### config.mk
export PLATFORM = sky130hd
export DESIGN_NAME = weighted_sum_sequencer
export DESIGN_NICKNAME = d
export VERILOG_FILES = /design/src/rtl/perceptron_pkg.sv /design/src/rtl/rx_word_assembler.sv /design/src/rtl/weighted_sum_sequencer.sv
export SDC_FILE = /design/constraint.sdc
export NUM_CORES = 1
export LEC_CHECK = 0
export BUFFER_PORTS_ARGS = -buffer_cell sky130_fd_sc_hd__clkbuf_2
export CAP_MARGIN = 20
export CORE_UTILIZATION = 49
export CTS_BUF_LIST = sky130_fd_sc_hd__clkbuf_8 sky130_fd_sc_hd__clkbuf_16
export CTS_CLUSTER_DIAMETER = 100
export CTS_CLUSTER_SIZE = 14
export DETAILED_ROUTE_END_ITERATION = 8
export GPL_TIMING_DRIVEN = 0
export PLACE_DENSITY = 0.84
export SYNTH_ARGS = -nofsm -noshare
export SYNTH_HDL_FRONTEND = slang
export SYNTH_SLANG_ARGS = --single-unit
### constraint.sdc
create_clock -name clk -period 8 [get_ports clk]
set_input_delay 1.2 -clock clk [delete_from_list [all_inputs] [get_ports clk]]
set_output_delay 1.2 -clock clk [all_outputs]
set_load 0.02 [all_outputs]
### src/rtl/perceptron_pkg.sv
// Shared command codes, widths and sequencer state encoding for the
// weighted-sum perceptron slice.
package perceptron_pkg;

    localparam logic [7:0] CMD_LOAD_W = 8'h57;
    localparam logic [7:0] CMD_LOAD_X = 8'h58;
    localparam logic [7:0] CMD_START  = 8'h53;

    localparam int VAL_W = 18;
    localparam int SUM_W = 48;

    typedef enum logic [2:0] {
        IDLE,
        LOAD_W,
        LOAD_X,
        WAIT_SUM,
        SEND
    } seq_state_t;

endpackage

### src/rtl/rx_word_assembler.sv
// Packs three big-endian UART bytes into one 18-bit value; word_valid is a
// combinational pulse during the cycle the third byte is presented.
module rx_word_assembler
    import perceptron_pkg::*;
(
    input  logic             clk,
    input  logic             rst,
    input  logic             clear,
    input  logic [7:0]       rx_data,
    input  logic             rx_valid,
    output logic [VAL_W-1:0] word,
    output logic             word_valid
);

    logic [1:0] lane_q;
    logic [1:0] hi_q;
    logic [7:0] mid_q;

    // NOTE: sequential state uses non-blocking assignments so every register
    // samples pre-edge values regardless of process evaluation order.
    always_ff @(posedge clk) begin
        if (rst || clear) begin
            lane_q <= '0;
            hi_q   <= '0;
            mid_q  <= '0;
        end else if (rx_valid) begin
            case (lane_q)
                2'd0:    begin hi_q  <= rx_data[1:0]; lane_q <= 2'd1; end
                2'd1:    begin mid_q <= rx_data;      lane_q <= 2'd2; end
                default: lane_q <= 2'd0;
            endcase
        end
    end

    // Third byte is used directly so the element lands on the clock it arrives.
    assign word       = {hi_q, mid_q, rx_data};
    assign word_valid = rx_valid && !clear && (lane_q == 2'd2);

endmodule

### src/rtl/weighted_sum_sequencer.sv
// UART command sequencer for weighted_sum_top: loads x/w vectors, waits out
// the datapath latency, then offers the 48-bit sum over a valid/ready handshake.
module weighted_sum_sequencer
    import perceptron_pkg::*;
#(
    parameter int N           = 8,
    parameter int SUM_LATENCY = 4
) (
    input  logic                 clk,
    input  logic                 rst,
    input  logic [7:0]           rx_data,
    input  logic                 rx_valid,
    output logic [VAL_W*N-1:0]   x,
    output logic [VAL_W*N-1:0]   w,
    input  logic [SUM_W-1:0]     sum_in,
    output logic [SUM_W-1:0]     result,
    output logic                 result_valid,
    input  logic                 result_ready,
    output logic                 busy,
    output logic                 cmd_err,
    output logic                 overrun
);

    localparam int IDX_W = (N > 1) ? $clog2(N) : 1;
    localparam int CNT_W = ($clog2(SUM_LATENCY + 1) > 0) ? $clog2(SUM_LATENCY + 1) : 1;
    localparam logic [IDX_W-1:0] IDX_LAST = IDX_W'(N - 1);
    localparam logic [CNT_W-1:0] CNT_DONE = CNT_W'(SUM_LATENCY);

    seq_state_t         state_q, state_d;
    logic [IDX_W-1:0]   idx_q, idx_d;
    logic [CNT_W-1:0]   cnt_q, cnt_d;
    logic [VAL_W*N-1:0] x_d, w_d;
    logic [SUM_W-1:0]   result_d;
    logic               result_valid_d, cmd_err_d, overrun_d;
    logic [VAL_W-1:0]   word;
    logic               word_valid;
    logic               asm_clear;

    assign asm_clear = !(state_q == LOAD_W || state_q == LOAD_X);

    rx_word_assembler u_asm (
        .clk        (clk),
        .rst        (rst),
        .clear      (asm_clear),
        .rx_data    (rx_data),
        .rx_valid   (rx_valid),
        .word       (word),
        .word_valid (word_valid)
    );

    always_ff @(posedge clk) begin
        if (rst) begin
            state_q      <= IDLE;
            idx_q        <= '0;
            cnt_q        <= '0;
            x            <= '0;
            w            <= '0;
            result       <= '0;
            result_valid <= 1'b0;
            cmd_err      <= 1'b0;
            overrun      <= 1'b0;
        end else begin
            state_q      <= state_d;
            idx_q        <= idx_d;
            cnt_q        <= cnt_d;
            x            <= x_d;
            w            <= w_d;
            result       <= result_d;
            result_valid <= result_valid_d;
            cmd_err      <= cmd_err_d;
            overrun      <= overrun_d;
        end
    end

    // NOTE: every variable gets a default before the case so no path leaves
    // one unassigned, which would otherwise infer a latch.
    always_comb begin
        state_d        = state_q;
        idx_d          = idx_q;
        cnt_d          = cnt_q;
        x_d            = x;
        w_d            = w;
        result_d       = result;
        result_valid_d = result_valid;
        cmd_err_d      = 1'b0;
        overrun_d      = 1'b0;

        case (state_q)
            IDLE: begin
                if (rx_valid) begin
                    case (rx_data)
                        CMD_LOAD_W: begin state_d = LOAD_W;   idx_d = '0; end
                        CMD_LOAD_X: begin state_d = LOAD_X;   idx_d = '0; end
                        CMD_START:  begin state_d = WAIT_SUM; cnt_d = '0; end
                        default:    cmd_err_d = 1'b1;
                    endcase
                end
            end
            LOAD_W, LOAD_X: begin
                if (word_valid) begin
                    if (state_q == LOAD_W) w_d[int'(idx_q)*VAL_W +: VAL_W] = word;
                    else                   x_d[int'(idx_q)*VAL_W +: VAL_W] = word;
                    if (idx_q == IDX_LAST) begin
                        idx_d   = '0;
                        state_d = IDLE;
                    end else begin
                        idx_d = idx_q + IDX_W'(1);
                    end
                end
            end
            WAIT_SUM: begin
                overrun_d = rx_valid;
                if (cnt_q == CNT_DONE) begin
                    result_d       = sum_in;
                    result_valid_d = 1'b1;
                    state_d        = SEND;
                end else begin
                    cnt_d = cnt_q + CNT_W'(1);
                end
            end
            SEND: begin
                overrun_d = rx_valid;
                if (result_ready) begin
                    result_valid_d = 1'b0;
                    state_d        = IDLE;
                end
            end
            default: state_d = IDLE;
        endcase
    end

    assign busy = (state_q != IDLE);

endmodule

Word-level counts from Yosys, hierarchy flattened:

Index checks and enable logic that the tools add are counted.

* bitwise gates (word level): 4
* add/subtract/negate cells: 3
* shifts and indexed selects: 2
* reductions and logical operators: 26
* multiplexer cells: 23
* equality and inequality tests: 20
* $mul: 1

Operator list (count)
* $bwmux 144: 2
* $shift 18x33->144 const A: 1
* $shiftx 18x33->144: 1
* $mux 3: 12
* $neg 8->33: 1
* $eq 8x7->1 const B: 3
* $ne 2x2->1 const B: 6
* $pmux 3 s2: 2
* $pmux 3 s4: 1
* $eq 3x3->1 const B: 3
* $pmux 3 s3: 1
* $reduce_and 3->1: 3
* $reduce_and 4->1: 2
* $reduce_or 2->1: 4
* $mul 3x4->7 const B: 1
* $add 3x1->3 const B: 2
* $eq 3x2->1 const B: 2
* $reduce_and 2->1: 3
* $reduce_and 6->1: 1
* $reduce_bool 2->1: 3
* $reduce_or 3->1: 2
* $ne 2x1->1 const B: 2
* $ne 4x1->1 const B: 1
* $not 1->1: 4
* other kinds (12): 16

* logic and storage cells: 91
* output and inout port bits: 340
* input bits: 60
* bits in registers: 360

Depth between registers and ports, before layout:

Gate-level depths: netlist (run 1).

* depth in word-level cells: 6
* depth in mapped cells: 16
* depth with buffers taken out: 10

By module:

A second synthesis (run 1) with hierarchy kept.

* cell total of the unflattened synthesis: 1982
* area, all modules: 16764.8 um^2

Modules (own cells, without submodules)
* weighted_sum_sequencer: sequential area each 6966.7 um^2, cells each 1920, area an instance 16110.5 um^2, instances 1
* rx_word_assembler: sequential area each 240.2 um^2, cells each 62, area an instance 654.4 um^2, instances 1

Worst setup path after synthesis (run 1):

Ideal clock, no wire load.

* path kind: register -> register
* start: register idx_q[0]
* end: register x[109]
* required time: 7.860 ns
* path slack: 3.974 ns
* stages on the path, launching flop included: 17
* buffers on the path: 7
* setup time: 0.140 ns
* clock period less this slack: 4.026 ns
* arrival time: 3.886 ns
* cells stage by stage: dfxtp_1 -> buf_2 -> buf_2 -> inv_1 -> ha_1 -> or4b_1 -> buf_2 -> inv_2 -> buf_2 -> ha_1 -> buf_1 -> inv_1 -> clkbuf_1 -> o2111ai_2 -> nor2_1 -> buf_2 -> a211oi_1

* cells in the longest elaborated chain, start to end: 4
* elaborated cells between the ends (all ways): 5
* classes of those cells: add/sub: 1; mul: 1; shift: 2; mux: 1

RTL lines
* from (decl): line weighted_sum_sequencer.sv:30 `logic [IDX_W-1:0] idx_q, idx_d;`
* from (signal assigned): line weighted_sum_sequencer.sv:64 `idx_q <= idx_d;`
* $mul 3x4->7 (*): line weighted_sum_sequencer.sv:102 `else x_d[int'(idx_q)*VAL_W +: VAL_W] = word;`
* $neg 8->33 (*): line weighted_sum_sequencer.sv:102
* $shiftx 18x33->144 / $shift 18x33->144 (equally long branches): line weighted_sum_sequencer.sv:102
* $bwmux 144 (*): line weighted_sum_sequencer.sv:102
* to (signal assigned): line weighted_sum_sequencer.sv:56 `x <= '0;`
* to (signal assigned): line weighted_sum_sequencer.sv:66 `x <= x_d;`
* to (decl): line weighted_sum_sequencer.sv:13 `output logic [VAL_W*N-1:0] x,`

Every way passes the cells marked *; elsewhere a longest branch is shown, timed or not.
A chain may end at the register's enable or synchronous reset.

Worst setup path in the final report (run 1):

* start: register idx_q[0]
* end: register x[110]

The elaborated chain is that of the path after synthesis.

==> results.md, run 1 <==
- Status: finished, final reports clean
- Pin count of the biggest net entering global routing: 16
- Layout cell share with drive strength beyond 1: 0.2413
- Worst Slack Setup Final: 1.368 ns
- Post-Syn Area: 16,710 sq um
- Most frequent cells after synthesis: dfxtp_1, nand2_1, nor2_1
- Count leader, synth: dfxtp_1
- Residual DRC: 0
- Reg power frac: 0.558
- Synth top area share: 0.4313
- Fin crit period: 6.632 ns
- ANT nets after route: 0
- CP max-delay cell: nor2_1
- Leak Pwr: 7.435 nW
- CP max stage delay: 0.76 ns
- DR pass1 iterations: 9
- Total CTS buffers: 29
- Worst vdd ir: 0.1639 mV
- Post-DP HPWL: 60,290 microns
- Antenna violations before repair: 3
- Slew headroom: 0.1859
- TNS Setup: 0 ns
- Final slew viol count: 0
- Post-synthesis mux area share: 0.06664
- Main combinational cell family by area after synthesis: compound AO/OA/AOI/OAI gates
- Core area: 33,530 sq um
- Longest Clk Path Bufs: 3
- Htree depth: 1
- Top cells by area, synth: dfxtp_1, a211oi_1, a21oi_1, nand2_1, nor2_1
- Nets: 2,408
- CP max FO: 10
- R2R Path End: x[110]
- Critical path depth: 16
- Final Hold Vio Count: 0
- Top sig layer: met5
- Die ar.: 34,850 sq um
- Worst Path Buf+Inv: 10
- Worst Max-Slew Pin Slew: 1.217 ns
- Final GP Congestion: 1.005
- Compound-gate portion of the synthesized area: 0.2448
- Worst clock skew: 0.02574 ns
- Switching power: 0.0007188 W
- Post-synthesis sequential area ratio: 0.4313
- RSZ-0062 raised after global routing: false
- Crit share post-route: 0.8290
- Routed vias: 18,290
- Post-DR wirelength/cell: 28.19 microns
- Most Frequent Cell on Critical Path: buf_2
- Starting density of the core: 0.4984
- Reg2reg start: idx_q[0]
- Ys Warns: 0
- Post-CTS resize count: 0
- Post-Synth Simple-Gate Area: 0.2022
- DRT Wirelength: 78,530 microns
- EDFF count, synth: 0
- CP Launch Type: flop
- Internal power: 0.002492 W
- P&R area growth vs syn: 20.38%
- Gate Count Post-Synth: 1,899
- DR WL met3: 8831 microns
- Final non-filler cell total: 2,786
- Vias per cell: 6.564
- Part of the power in combinational logic: 0.031
- Xor/xnor share of the synthesized area: 0.0005241
- Setup violations, final: 0
- R2r worst-path depth: 16
- First-pass GRT wire length: 113,000 microns
- Vias in the first global route: 17,250
- Pre-CTS setup slack: 1.771 ns
- Placed Cells: 2,754
- Number of storage elements in the synthesis netlist: 360
- M1 wire length: 29,490 microns
- Hold Buf Count CTS: 0
- Adder-Cell Fraction of Synth Area: 0.008236
- Total gr overflow: 0
- Post-route cell area: 20,120 sq um
- Gr usage total: 0.4329
- Root Buffer Master: clkbuf_16
- CP Capture Type: flop
- WP data required: 8.42 ns
- Yosys top cell by area: dfxtp_1
- Synth cell types: 93
- Power, Total: 0.003210 W
- Crit path launch: idx_q[0]
- Fmax: 150.8 MHz
- CP arrival: 7.06 ns
- Crit Path Class: reg2reg
- Worst-Skew Late Latency: 0.60 ns
- WL met2: 34,420 microns
- Critical Path Sink: x[110]
- CTS tree: yes
- Top FF cell, synth: dfxtp_1
- FF-to-FF setup slack: 1.37 ns
- Area after DPL: 19,340 sq um
- Mean Syn Cell Area: 8.800 sq um
- Sw Ratio: 0.2239
- Top Family by Delay on Critical Path: buffers and inverters
- Height of the die: 186.7 microns
- FP Rows: 67
- Power per Cell Area: 159.6 nW/um^2
- FFs w/ async S/R, synth: 0
- Chip width: 186.7 microns
- Port Buffers: 395
- Clk pwr share: 0.411
- Max_cap viols: 0
- Post CTS Setup Buffer Count: 0
- # IOs: 400
- Initial DRC count: 2,003
- Tightest Hold Check Type: reg2reg
- Clk pin slew, worst setup/hold paths: 0.08 ns
- TritonCTS Sinks: 360
- Mapped Nets: 1,970
- Cell chain of the critical path: buf_2 -> buf_2 -> inv_1 -> ha_1 -> or4b_1 -> buf_2 -> inv_2 -> buf_2 -> ha_1 -> buf_1 -> inv_1 -> clkbuf_1 -> o2111ai_2 -> nor2_1 -> buf_2 -> a211oi_1
[layer usage]
| metal | track usage | vias to the layer above |
|---|---|---|
| li1 | - | 7868 |
| met1 | 0.5258 | 8765 |
| met2 | 0.6811 | 1314 |
| met3 | 0.1187 | 338 |
| met4 | 0.2670 | 2 |
| met5 | 0.001374 | - |
[logic make-up after synthesis]
kind of cell / count (synthesis)
XOR/XNOR: 1
flip-flops: 360
multiplexers: 101
AND/OR/NAND/NOR: 665
buffers and inverters: 186
AO/OA/AOI/OAI: 575
adder cells (fa/ha/maj): 11
[layout make-up]
type                       count  area, sq um
antenna                        1        2.502
buffer                       141        604.3
clock buffer                  29        725.7
clock inverter                 2        50.05
fill                        2967        13420
inverter                      45        168.9
multi-input combinational   1353         8746
sequential                   360         7207
tap                          448        560.5
timing repair buffer         407         2052
[worst register-to-register path, cell delays in order (launching register included)]
cell,delay (ns)
dfxtp_1,0.43
buf_2,0.27
buf_2,0.25
inv_1,0.36
ha_1,0.40
or4b_1,0.54
buf_2,0.23
inv_2,0.09
buf_2,0.29
ha_1,0.37
buf_1,0.32
inv_1,0.38
clkbuf_1,0.60
o2111ai_2,0.72
nor2_1,0.76
buf_2,0.34
a211oi_1,0.12
[cell usage in the layout, fill, tap and decap left out, types with 11 or more instances in the layout]
cell type / n
a211oi_1: 107
a21o_1: 12
a21oi_1: 158
a22oi_1: 12
a311oi_1: 22
a31oi_1: 12
a32oi_1: 11
buf_1: 12
buf_2: 33
buf_4: 13
clkbuf_1: 93
clkbuf_16: 29
clkbuf_2: 395
dfxtp_1: 360
ha_1: 11
inv_1: 44
mux2_2: 32
mux2i_1: 64
nand2_1: 182
nand2b_1: 39
nand3_1: 27
nand3b_1: 46
nand4_1: 12
nor2_1: 175
nor2b_1: 36
nor3_1: 49
nor4_1: 18
o211ai_1: 22
o21ai_0: 53
o21ai_1: 12
o2bb2ai_1: 30
o32ai_1: 28
or3_1: 11
[state kept, by name, summed over array words and instances, names as in the netlist]
register      count
cmd_err           1
cnt_q             3
idx_q             3
overrun           1
result           48
result_valid      1
state_q           3
u_asm.hi_q        2
u_asm.lane_q      2
u_asm.mid_q       8
w               144
x               144
[stage by stage]
step                      hold WS [ns]    util
final                           0.4576  0.5999
after global placement          0.4408  0.5740
after detailed placement        0.4455  0.5767
after CTS                       0.4569  0.5999
after global routing            0.4702  0.5999
after floorplan                 0.4673       -
[worst min-delay path by stage]
| stage | cells after the start | end | startpoint | slack, ns |
|---|---|---|---|---|
| 2_1_floorplan | 1 | cnt_q[0] | cnt_q[0] | 0.47 |
| 3_3_place_gp | 2 | result[10] | result[10] | 0.44 |
| 3_5_place_dp | 1 | w[31] | w[31] | 0.45 |
| 4_1_cts | 2 | result[8] | result[8] | 0.46 |
| 5_1_grt | 2 | result[39] | result[39] | 0.47 |
| 6_report | 2 | result[31] | result[31] | 0.46 |
[power groups by stage]
stage	logic, W	registers (W)	clock network, W
2_1_floorplan	0.0000447	0.00183	0
3_3_place_gp	0.0000928	0.00183	0
3_5_place_dp	0.0000944	0.00183	0
4_1_cts	0.0000950	0.00179	0.00132
5_1_grt	0.000102	0.00179	0.00139
6_report	0.0000996	0.00179	0.00132
Note: power is estimated with default switching activity, not from simulation.
==> run 2: changes to the inputs <==
- ABC_AREA: not set -> 1
- PLACE_DENSITY: 0.84 -> 0.87
- clock period: 8 -> 5.95 ns (I/O delays scaled with it)
==> results.md, run 2 <==
- Most frequent cells after synthesis: nand2_1, nor2_1, dfxtp_1 (was dfxtp_1, nand2_1, nor2_1)
- Post-synthesis mux area share: 0.0006824 (was 0.06664)
- Setup violations, final: 0 (unchanged)
- Hold Buf Count CTS: 0 (unchanged)
- Hold Path Cell Cnt: 2 (unchanged)
- CP max FO: 12 (was 10)
- Pin count of the biggest net entering global routing: 16 (unchanged)
- Starting density of the core: 0.5021 (was 0.4984)
- Status: finished, final reports clean (unchanged)
- Ys Warns: 0 (unchanged)
- Chip width: 185.5 microns (was 186.7 microns)
- WP data required: 6.47 ns (was 8.42 ns)
- Height of the die: 185.5 microns (was 186.7 microns)
- Fmax: 204.3 MHz (was 150.8 MHz)
- CP arrival: 5.41 ns (was 7.06 ns)
- Area after DPL: 19,050 sq um (was 19,340 sq um)
- FFs w/ async S/R, synth: 0 (unchanged)
- Worst clock skew: 0.01430 ns (was 0.02574 ns)
- Power per Cell Area: 231.8 nW/um^2 (was 159.6 nW/um^2)
- Mapped Nets: 2,537 (was 1,970)
- Worst Slack Setup Final: 1.055 ns (was 1.368 ns)
- Root Buffer Master: clkbuf_16 (unchanged)
- Hold Path End: w[0] (was result[31])
- Final slew viol count: 0 (unchanged)
- ANT nets after route: 0 (unchanged)
- CTS tree: yes (unchanged)
- Gr usage total: 0.4076 (was 0.4329)
- RSZ-0062 raised after global routing: false (unchanged)
- FP Rows: 66 (was 67)
- Post-Synth Simple-Gate Area: 0.3160 (was 0.2022)
- R2r worst-path depth: 14 (was 16)
- Core area: 32,870 sq um (was 33,530 sq um)
- Gate Count Post-Synth: 2,466 (was 1,899)
- Count leader, synth: nand2_1 (was dfxtp_1)
- DRT Wirelength: 72,300 microns (was 78,530 microns)
- P&R area growth vs syn: 20.14% (was 20.38%)
- Adder-Cell Fraction of Synth Area: 0.008341 (was 0.008236)
- Total gr overflow: 0 (unchanged)
- Number of storage elements in the synthesis netlist: 360 (unchanged)
- Top FF cell, synth: dfxtp_1 (unchanged)
- Final non-filler cell total: 3,338 (was 2,786)
- GR Layer Usage met2: 0.6707 (was 0.6811)
- Initial DRC count: 1,979 (was 2,003)
- Met1 Use GR: 0.5052 (was 0.5258)
- Pre-CTS setup slack: 1.312 ns (was 1.771 ns)
- Final GP Congestion: 1.009 (was 1.005)
- Leak Pwr: 10.18 nW (was 7.435 nW)
- Post-synthesis sequential area ratio: 0.4368 (was 0.4313)
- Crit Path Class: reg2reg (unchanged)
- EDFF count, synth: 0 (unchanged)
- R2R Path End: w[21] (was x[110])
- Post-Syn Area: 16,500 sq um (was 16,710 sq um)
- CP Launch Type: flop (unchanged)
- Antenna violations before repair: 2 (was 3)
- Clk pin slew, worst setup/hold paths: 0.07 ns (was 0.08 ns)
- Biggest registers after layout: w (144), x (144), result (48) (unchanged)
- M3 GR Usage: 0.06613 (was 0.1187)
- First-pass GRT wire length: 104,700 microns (was 113,000 microns)
- Worst-Skew Late Latency: 0.59 ns (was 0.60 ns)
- Synth top area share: 0.4368 (was 0.4313)
- Fin crit period: 4.895 ns (was 6.632 ns)
- Worst vdd ir: 0.2438 mV (was 0.1639 mV)
- Port Buffers: 398 (was 395)
- Max_cap viols: 0 (unchanged)
- Worst Max-Slew Pin Slew: 1.029 ns (was 1.217 ns)
- Post-CTS resize count: 0 (unchanged)
- Post-DP HPWL: 56,990 microns (was 60,290 microns)
- DR pass1 iterations: 6 (was 9)
- Die ar.: 34,410 sq um (was 34,850 sq um)
- Slew headroom: 0.3140 (was 0.1859)
- Post CTS Setup Buffer Count: 0 (unchanged)
- Worst Hold Launch: w[0] (was result[31])
- Top cells by area, synth: dfxtp_1, nand2_1, nor2_1, o21ai_0, nand3_1 (was dfxtp_1, a211oi_1, a21oi_1, nand2_1, nor2_1)
- Busiest grt layer: met2 (unchanged)
- Total CTS buffers: 29 (unchanged)
- Synth cell types: 38 (was 93)
- Vias in the first global route: 17,860 (was 17,250)
- FF-to-FF setup slack: 1.06 ns (was 1.37 ns)
- Vias per cell: 5.756 (was 6.564)
- CP Capture Type: flop (unchanged)
- Commonest cells after routing, fill and taps aside: nand2_1, nor2_1, clkbuf_2, dfxtp_1, o21ai_0 (was clkbuf_2, dfxtp_1, nand2_1, nor2_1, a21oi_1)
- Most common cell after layout, fill and taps aside: nand2_1 (was clkbuf_2)
- # IOs: 400 (unchanged)
- TNS Setup: 0 ns (unchanged)
- Post-DR wirelength/cell: 21.66 microns (was 28.19 microns)
- Yosys top cell by area: dfxtp_1 (unchanged)
- Mean Syn Cell Area: 6.691 sq um (was 8.800 sq um)
- Placed Cells: 3,306 (was 2,754)
- Routed vias: 19,210 (was 18,290)
- Xor/xnor share of the synthesized area: 0.0005308 (was 0.0005241)
- Residual DRC: 0 (unchanged)
- Longest Clk Path Bufs: 3 (unchanged)
- Reg2reg start: idx_q[0] (unchanged)
- Crit share post-route: 0.8226 (was 0.8290)
- Final Hold Vio Count: 0 (unchanged)
- Post-route cell area: 19,820 sq um (was 20,120 sq um)
- Layout cell share with drive strength beyond 1: 0.1748 (was 0.2413)
- Main combinational cell family by area after synthesis: simple AND/OR/NAND/NOR gates (was compound AO/OA/AOI/OAI gates)
- Compound-gate portion of the synthesized area: 0.1529 (was 0.2448)
- Tightest Hold Check Type: reg2reg (unchanged)
- Nets: 2,966 (was 2,408)
- Final design utilization: 0.6032 (was 0.5999)
- Htree depth: 1 (unchanged)
- TritonCTS Sinks: 360 (unchanged)
[run 2: changes by cell type after synthesis, sizes merged, moves of 32 or more]
cell / delta
nor3: -32
nand3: +184
mux2i: -64
inv: +179
nand3b: -44
nand2: +357
o21ai: +193
a211oi: -107
nor2: +263
nand2b: -39
nor2b: -36
[run 2: per-layer routing]
layer,part of all wire,vias up
met5,0,-
met4,0.064,0
met3,0.099,263
met2,0.45,1248
met1,0.38,8910
li1,-,8791
[run 2: layout make-up]
| type | count | area [sq um] |
|---|---|---|
| diodes | 1 | 2.502 |
| plain buffers | 128 | 540.5 |
| clock buffers | 29 | 725.7 |
| clock inverters | 2 | 50.05 |
| fillers | 3096 | 13040 |
| inverters | 229 | 859.6 |
| multi-input cells | 1749 | 7894 |
| flip-flops and latches | 360 | 7207 |
| well taps | 442 | 553.0 |
| repair buffers | 398 | 1992 |
[run 2: power by group]
group	internal, W	leakage (nW)	switching, W	total [W]
registers	0.00241	2.90	0.00000171	0.00241
logic	0.0000854	6.90	0.000316	0.000402
clock network	0.000906	0.381	0.000876	0.00178
total	0.00340	10.2	0.00119	0.00460
[run 2: critical path: stages, from the launching register on]
cell and delay, ns:
dfxtp_1 0.40, inv_1 0.17, clkbuf_1 0.55, ha_1 0.41
nand2_1 0.16, nor2_2 0.41, buf_2 0.30, ha_1 0.14
buf_2 0.20, buf_1 0.59, buf_1 0.75, nand4_1 0.42
nand2_1 0.16, nand2_1 0.06, nor2_1 0.09
[run 2: worst max path at each step]
stage                  start     to  slack, ns  cells past startpoint
global route        idx_q[0]  w[61]       0.88                     14
finish              idx_q[0]  w[21]       1.06                     14
CTS                 idx_q[0]  w[21]       1.26                     14
floorplan           idx_q[0]  w[16]       2.90                     16
detailed placement  idx_q[0]  w[20]       1.31                     13
global placement    idx_q[0]  w[13]       1.28                     14
[run 2: stage by stage]
stage	power [W]	hold slack [ns]
6_report	0.004595	0.4717
5_1_grt	0.004689	0.4886
4_1_cts	0.004565	0.4619
3_5_place_dp	0.002850	0.4523
3_3_place_gp	0.002848	0.4549
2_1_floorplan	0.002684	0.4574
[run 2: kinds of logic after synthesis]
kind of cell | after synthesis
buf+inv | 357
fa+ha+maj | 11
xor+xnor | 1
mux | 1
compound gates | 481
flops | 360
simple gates | 1255
